[config.mk]
export PLATFORM = sky130hd
export DESIGN_NAME = pe_chain_seq
export DESIGN_NICKNAME = d
export VERILOG_FILES = /design/src/rtl/pe_pkg.sv /design/src/rtl/pe_chain_seq.sv
export SDC_FILE = /design/constraint.sdc
export NUM_CORES = 1
export LEC_CHECK = 0
export ABC_AREA = 1
export CORE_ASPECT_RATIO = 1.25
export CORE_MARGIN = 5
export CORE_UTILIZATION = 35
export DETAILED_ROUTE_END_ITERATION = 6
export PLACE_DENSITY_LB_ADDON = 0.25
export REMOVE_ABC_BUFFERS = 1
export SKIP_LAST_GASP = 1
export SLEW_MARGIN = 20
export SYNTH_ARGS = -nofsm -noshare
export SYNTH_HDL_FRONTEND = slang
export SYNTH_SLANG_ARGS = --single-unit
[constraint.sdc]
create_clock -name clk -period 2.6 [get_ports clk]
set_clock_uncertainty 0.2 [all_clocks]
set_input_delay 0.26 -clock clk [delete_from_list [all_inputs] [get_ports clk]]
set_output_delay 0.26 -clock clk [all_outputs]
set_load 0.03 [all_outputs]
[src/rtl/pe_pkg.sv]
// Shared definitions for the PE chain: sequencer state encoding and default chain geometry.
package pe_pkg;

  typedef enum logic [1:0] {
    IDLE   = 2'd0,
    STREAM = 2'd1,
    DRAIN  = 2'd2,
    READ   = 2'd3
  } pe_state_e;

  localparam int PE_NUM_PE_DEF = 8;
  localparam int PE_LEN_W_DEF  = 10;

endpackage

[src/rtl/pe_chain_seq.sv]
// Job sequencer for a linear complex-MAC PE chain: gates K input pairs in, drains the
// weight pipeline for NUM_PE-1 cycles, then hands out one accumulator index per result handshake.
module pe_chain_seq
  import pe_pkg::*;
#(
  parameter int NUM_PE = PE_NUM_PE_DEF,
  parameter int LEN_W  = PE_LEN_W_DEF,
  parameter int SEL_W  = (NUM_PE > 1) ? $clog2(NUM_PE) : 1
) (
  input  logic             clk,
  input  logic             rst_n,
  input  logic             start,
  input  logic [LEN_W-1:0] cfg_len,
  output logic             busy,
  output logic             done,
  input  logic             in_valid,
  output logic             in_ready,
  output logic             feed_gate,
  output logic             pe_en,
  output logic             pe_valid,
  output logic [SEL_W-1:0] res_sel,
  output logic             res_valid,
  input  logic             res_ready,
  output logic             res_last
);

  localparam logic [SEL_W-1:0] LAST_SEL  = SEL_W'(NUM_PE - 1);
  localparam logic [SEL_W-1:0] DRAIN_INI = SEL_W'(NUM_PE - 1);

  pe_state_e        state_q;
  logic [LEN_W-1:0] len_q;
  logic [LEN_W-1:0] term_cnt_q;
  logic [SEL_W-1:0] drain_cnt_q;
  logic [SEL_W-1:0] res_sel_q;

  always_ff @(posedge clk or negedge rst_n) begin
    if (!rst_n) begin
      state_q     <= IDLE;
      len_q       <= '0;
      term_cnt_q  <= '0;
      drain_cnt_q <= '0;
      res_sel_q   <= '0;
    end else begin
      case (state_q)
        IDLE: begin
          if (start) begin
            len_q      <= cfg_len;
            term_cnt_q <= '0;
            res_sel_q  <= '0;
            state_q    <= (cfg_len == '0) ? READ : STREAM;
          end
        end
        STREAM: begin
          if (in_valid) begin
            term_cnt_q <= term_cnt_q + LEN_W'(1);
            if (term_cnt_q == len_q - LEN_W'(1)) begin
              // A single PE has no weight pipeline to flush.
              if (NUM_PE == 1) begin
                state_q <= READ;
              end else begin
                state_q     <= DRAIN;
                drain_cnt_q <= DRAIN_INI;
              end
            end
          end
        end
        DRAIN: begin
          drain_cnt_q <= drain_cnt_q - SEL_W'(1);
          if (drain_cnt_q == SEL_W'(1)) state_q <= READ;
        end
        READ: begin
          if (res_ready) begin
            if (res_sel_q == LAST_SEL) begin
              res_sel_q <= '0;
              state_q   <= IDLE;
            end else begin
              res_sel_q <= res_sel_q + SEL_W'(1);
            end
          end
        end
        default: state_q <= IDLE;
      endcase
    end
  end

  // pe_en stays high through READ: zero terms hold the accumulators, pe_en=0 would clear them.
  assign busy      = (state_q != IDLE);
  assign pe_en     = (state_q != IDLE);
  assign in_ready  = (state_q == STREAM);
  assign feed_gate = (state_q == STREAM) && in_valid;
  assign pe_valid  = (state_q == STREAM) && in_valid;
  assign res_valid = (state_q == READ);
  assign res_sel   = res_sel_q;
  assign res_last  = (state_q == READ) && (res_sel_q == LAST_SEL);
  assign done      = res_last && res_ready;

endmodule

==> summary.md, run 1 <==
| Metric | Value |
|---|---|
| Reg clk slew, reported paths | `100 ps` |
| Synth warn | `0` |
| PwrDens | `1030 nW/um^2` |
| Clock sink count | `28` |
| Post-DP HPWL | `3620 um` |
| CP max stage cell | `clkdlybuf4s50_1` |
| Place WS | `513 ps` |
| TritonRoute pass-1 iters | `4` |
| Share of cells above drive strength 1 | `0.103` |
| First-pass GRT wire length | `7770 um` |
| TritonCTS clock tree | `done` |
| Die X | `78.1 um` |
| Core ar. | `5700 sq um` |
| Kind of cell adding the most delay to the critical path | `buffers and inverters` |
| Maximum clock frequency | `0.419 GHz` |
| GR Overflow Total | `0` |
| Die area | `7430 sq um` |
| Worst VDD drop | `0.581 mV` |
| Nature of the critical path endpoint | `output port` |
| Die Span Y | `95.1 um` |
| Largest net degree at the start of global routing | `29` |
| EDFF count, synth | `0` |
| Post-Syn Instances | `287` |
| Root Buffer | `clkbuf_8` |
| Drt initial violations | `62` |
| Post-route setup slack | `212 ps` |
| Worst path max stage delay | `680 ps` |
| Post-Syn Area | `2030 sq um` |
| Last weighted congestion value of the routability-driven placer | `0.844` |
| Port bufs | `25` |
| I/O pin total | `26` |
| Slew Limit Fails | `0` |
| Setup TNS Final | `0 ps` |
| Syn_area_per_cell | `7.07 sq um` |
| CP required | `2140 ps` |
| Initial antenna violation count | `0` |
| Total vias in the final route | `1,837` |
| DR vias/cell | `4.86` |
| Crit-path cells | `ha_1 > ha_1 > nand2_1 > nor2_1 > clkdlybuf4s50_1` |
| CTS H-tree depth | `1` |
| Synth async-reset ratio | `1.00` |
| Cts hold-fix bufs | `0` |
| Final period utilization | `0.918` |
| Worst skew pair latency | `280 ps` |
| Outcome | `complete, no violations` |
| Postcts setup bufs | `0` |
| GRT Total Usage | `0.128` |
| Hold WC Path Type | `in2async` |
| Seq cells post-synth | `28` |
| Sequential fraction of the synthesis area | `0.345` |
| Max cap viols | `0` |
| Endpoint arrival time on the critical path | `1930 ps` |
| Leakage | `1.21 nW` |
| Total Power | `0.00246 W` |
| Clock period minus worst slack | `2390 ps` |
| RSZ-0062 raised after global routing | `false` |
| WL/cell | `11.9 um` |
| Critical path buffer and inverter count | `1` |
| Vias in the first global route | `1,803` |
| Clock Path Buffers | `2` |
| Antenna diodes | `0` |
| WL final | `4500 um` |
| Critical path peak fanout | `4` |
| Post-CTS Resized | `0` |
| Top FF cell, synth | `dfrtp_1` |
| Worst-Margin Slew | `423 ps` |
| DRC viols | `0` |
| CP startpoint kind | `flop` |
| Final antenna-violating net count | `0` |
| Nets | `339` |
| Fill count | `592` |
| Fin. Hold Viols | `0` |
| Netlist cell types | `32` |
| Cts bufs inserted | `3` |
| Initial core utilization | `0.356` |
| Kind of critical path | `reg2out` |
| P&R area growth vs syn | `17.4%` |
| Slew headroom | `0.715` |
| Row Count | `31` |
| Top cell by count, worst path | `ha_1` |
| Setup-failing EPs final | `0` |
-- sequential cells by signal, indices dropped and copies added (netlist names) --
signal       cells
len_q           10
drain_cnt_q      3
res_sel          3
state_q          2
term_cnt_q      10
-- routing by layer --
layer / vias up / track usage / routed length (um)
met2: 31 / 0.238 / 2330
met4: 0 / 0.0423 / 65
met3: 5 / 0.0142 / 97
li1: 944 / - / -
met5: - / 0 / 0
met1: 857 / 0.151 / 2000
-- worst paths after layout --
| check | end | cells past startpoint | startpoint | slack, ps |
|---|---|---|---|---|
| max in group asynchronous | len_q[7] | 2 | rst_n | 1780 |
| worst min-delay path | drain_cnt_q[0] | 2 | rst_n | 150 |
| worst max-delay path | done | 5 | res_sel[0] | 210 |
| worst max register to register | term_cnt_q[6] | 13 | state_q[1] | 490 |
| min in group clk | drain_cnt_q[1] | 2 | drain_cnt_q[1] | 290 |
| worst min register to register | drain_cnt_q[1] | 2 | drain_cnt_q[1] | 290 |
-- layout by cell type, fill, tap and decap left out, drive strengths merged, types with 4 or more instances in the layout --
cell	count
nand2	85
inv	47
nor3	7
a21oi	7
dfrtp	28
nand4	5
xor2	6
nor2	32
ha	11
clkbuf	4
clkdlybuf4s50	25
o21ai	17
nand3	20
-- synth_stat cells (2+ instances only) --
| master | instances | area (sq um) |
|---|---|---|
| a21oi_1 | 7 | 35.0 |
| buf_4 | 2 | 15.0 |
| buf_6 | 3 | 33.8 |
| clkbuf_1 | 2 | 7.51 |
| dfrtp_1 | 28 | 701 |
| ha_1 | 11 | 138 |
| inv_1 | 43 | 161 |
| inv_2 | 4 | 15.0 |
| nand2_1 | 78 | 293 |
| nand2_2 | 5 | 31.3 |
| nand2_4 | 2 | 22.5 |
| nand3_1 | 19 | 95.1 |
| nand4_1 | 5 | 31.3 |
| nor2_1 | 24 | 90.1 |
| nor2_2 | 7 | 43.8 |
| nor3_1 | 5 | 25.0 |
| nor3_2 | 2 | 20.0 |
| nor4_1 | 3 | 18.8 |
| o21ai_0 | 16 | 80.1 |
| or2_2 | 2 | 12.5 |
| xnor2_1 | 3 | 26.3 |
| xor2_1 | 6 | 52.6 |
-- area by class of cell --
cell class,count,area (sq um),area share
clock buffer,4,55.1,0.0231
inverter,47,176,0.0740
multi-input combinational,205,1100,0.460
sequential,28,701,0.294
tap,66,82.6,0.0346
timing repair buffer,28,273,0.114
-- cell families (layout without fill, tap and decap cells) --
group	after synthesis	in the layout	synth area share
AND/OR/NAND/NOR	156	156	0.353
buffers and inverters	54	79	0.115
AO/OA/AOI/OAI	29	29	0.0801
flip-flops	28	28	0.345
adder cells (fa/ha/maj)	11	11	0.0678
XOR/XNOR	9	9	0.0388
-- stage by stage --
step	util	hold WS, ps	cells	instance area [sq um]
3_5_place_dp	0.408	266	374	2330
5_1_grt	0.418	176	378	2380
4_1_cts	0.418	162	378	2380
3_3_place_gp	0.408	265	374	2330
6_report	0.418	147	378	2380
2_1_floorplan	-	-236	280	1970
-- where the power goes --
part / internal (W) / switching (W) / total (W)
Clock: 0.000136 / 0.000142 / 0.000278
Sequential: 0.000578 / 0.000202 / 0.000780
Combinational: 0.000542 / 0.000860 / 0.00140
Total: 0.00126 / 0.00120 / 0.00246
Power figures use the tool's default switching activity.
==> run 2: changes to the inputs <==
- HOLD_SLACK_MARGIN: unset -> 0.08
==> results of run 2 <==
Final layout, timing and power as in run 1 (identical DEF).
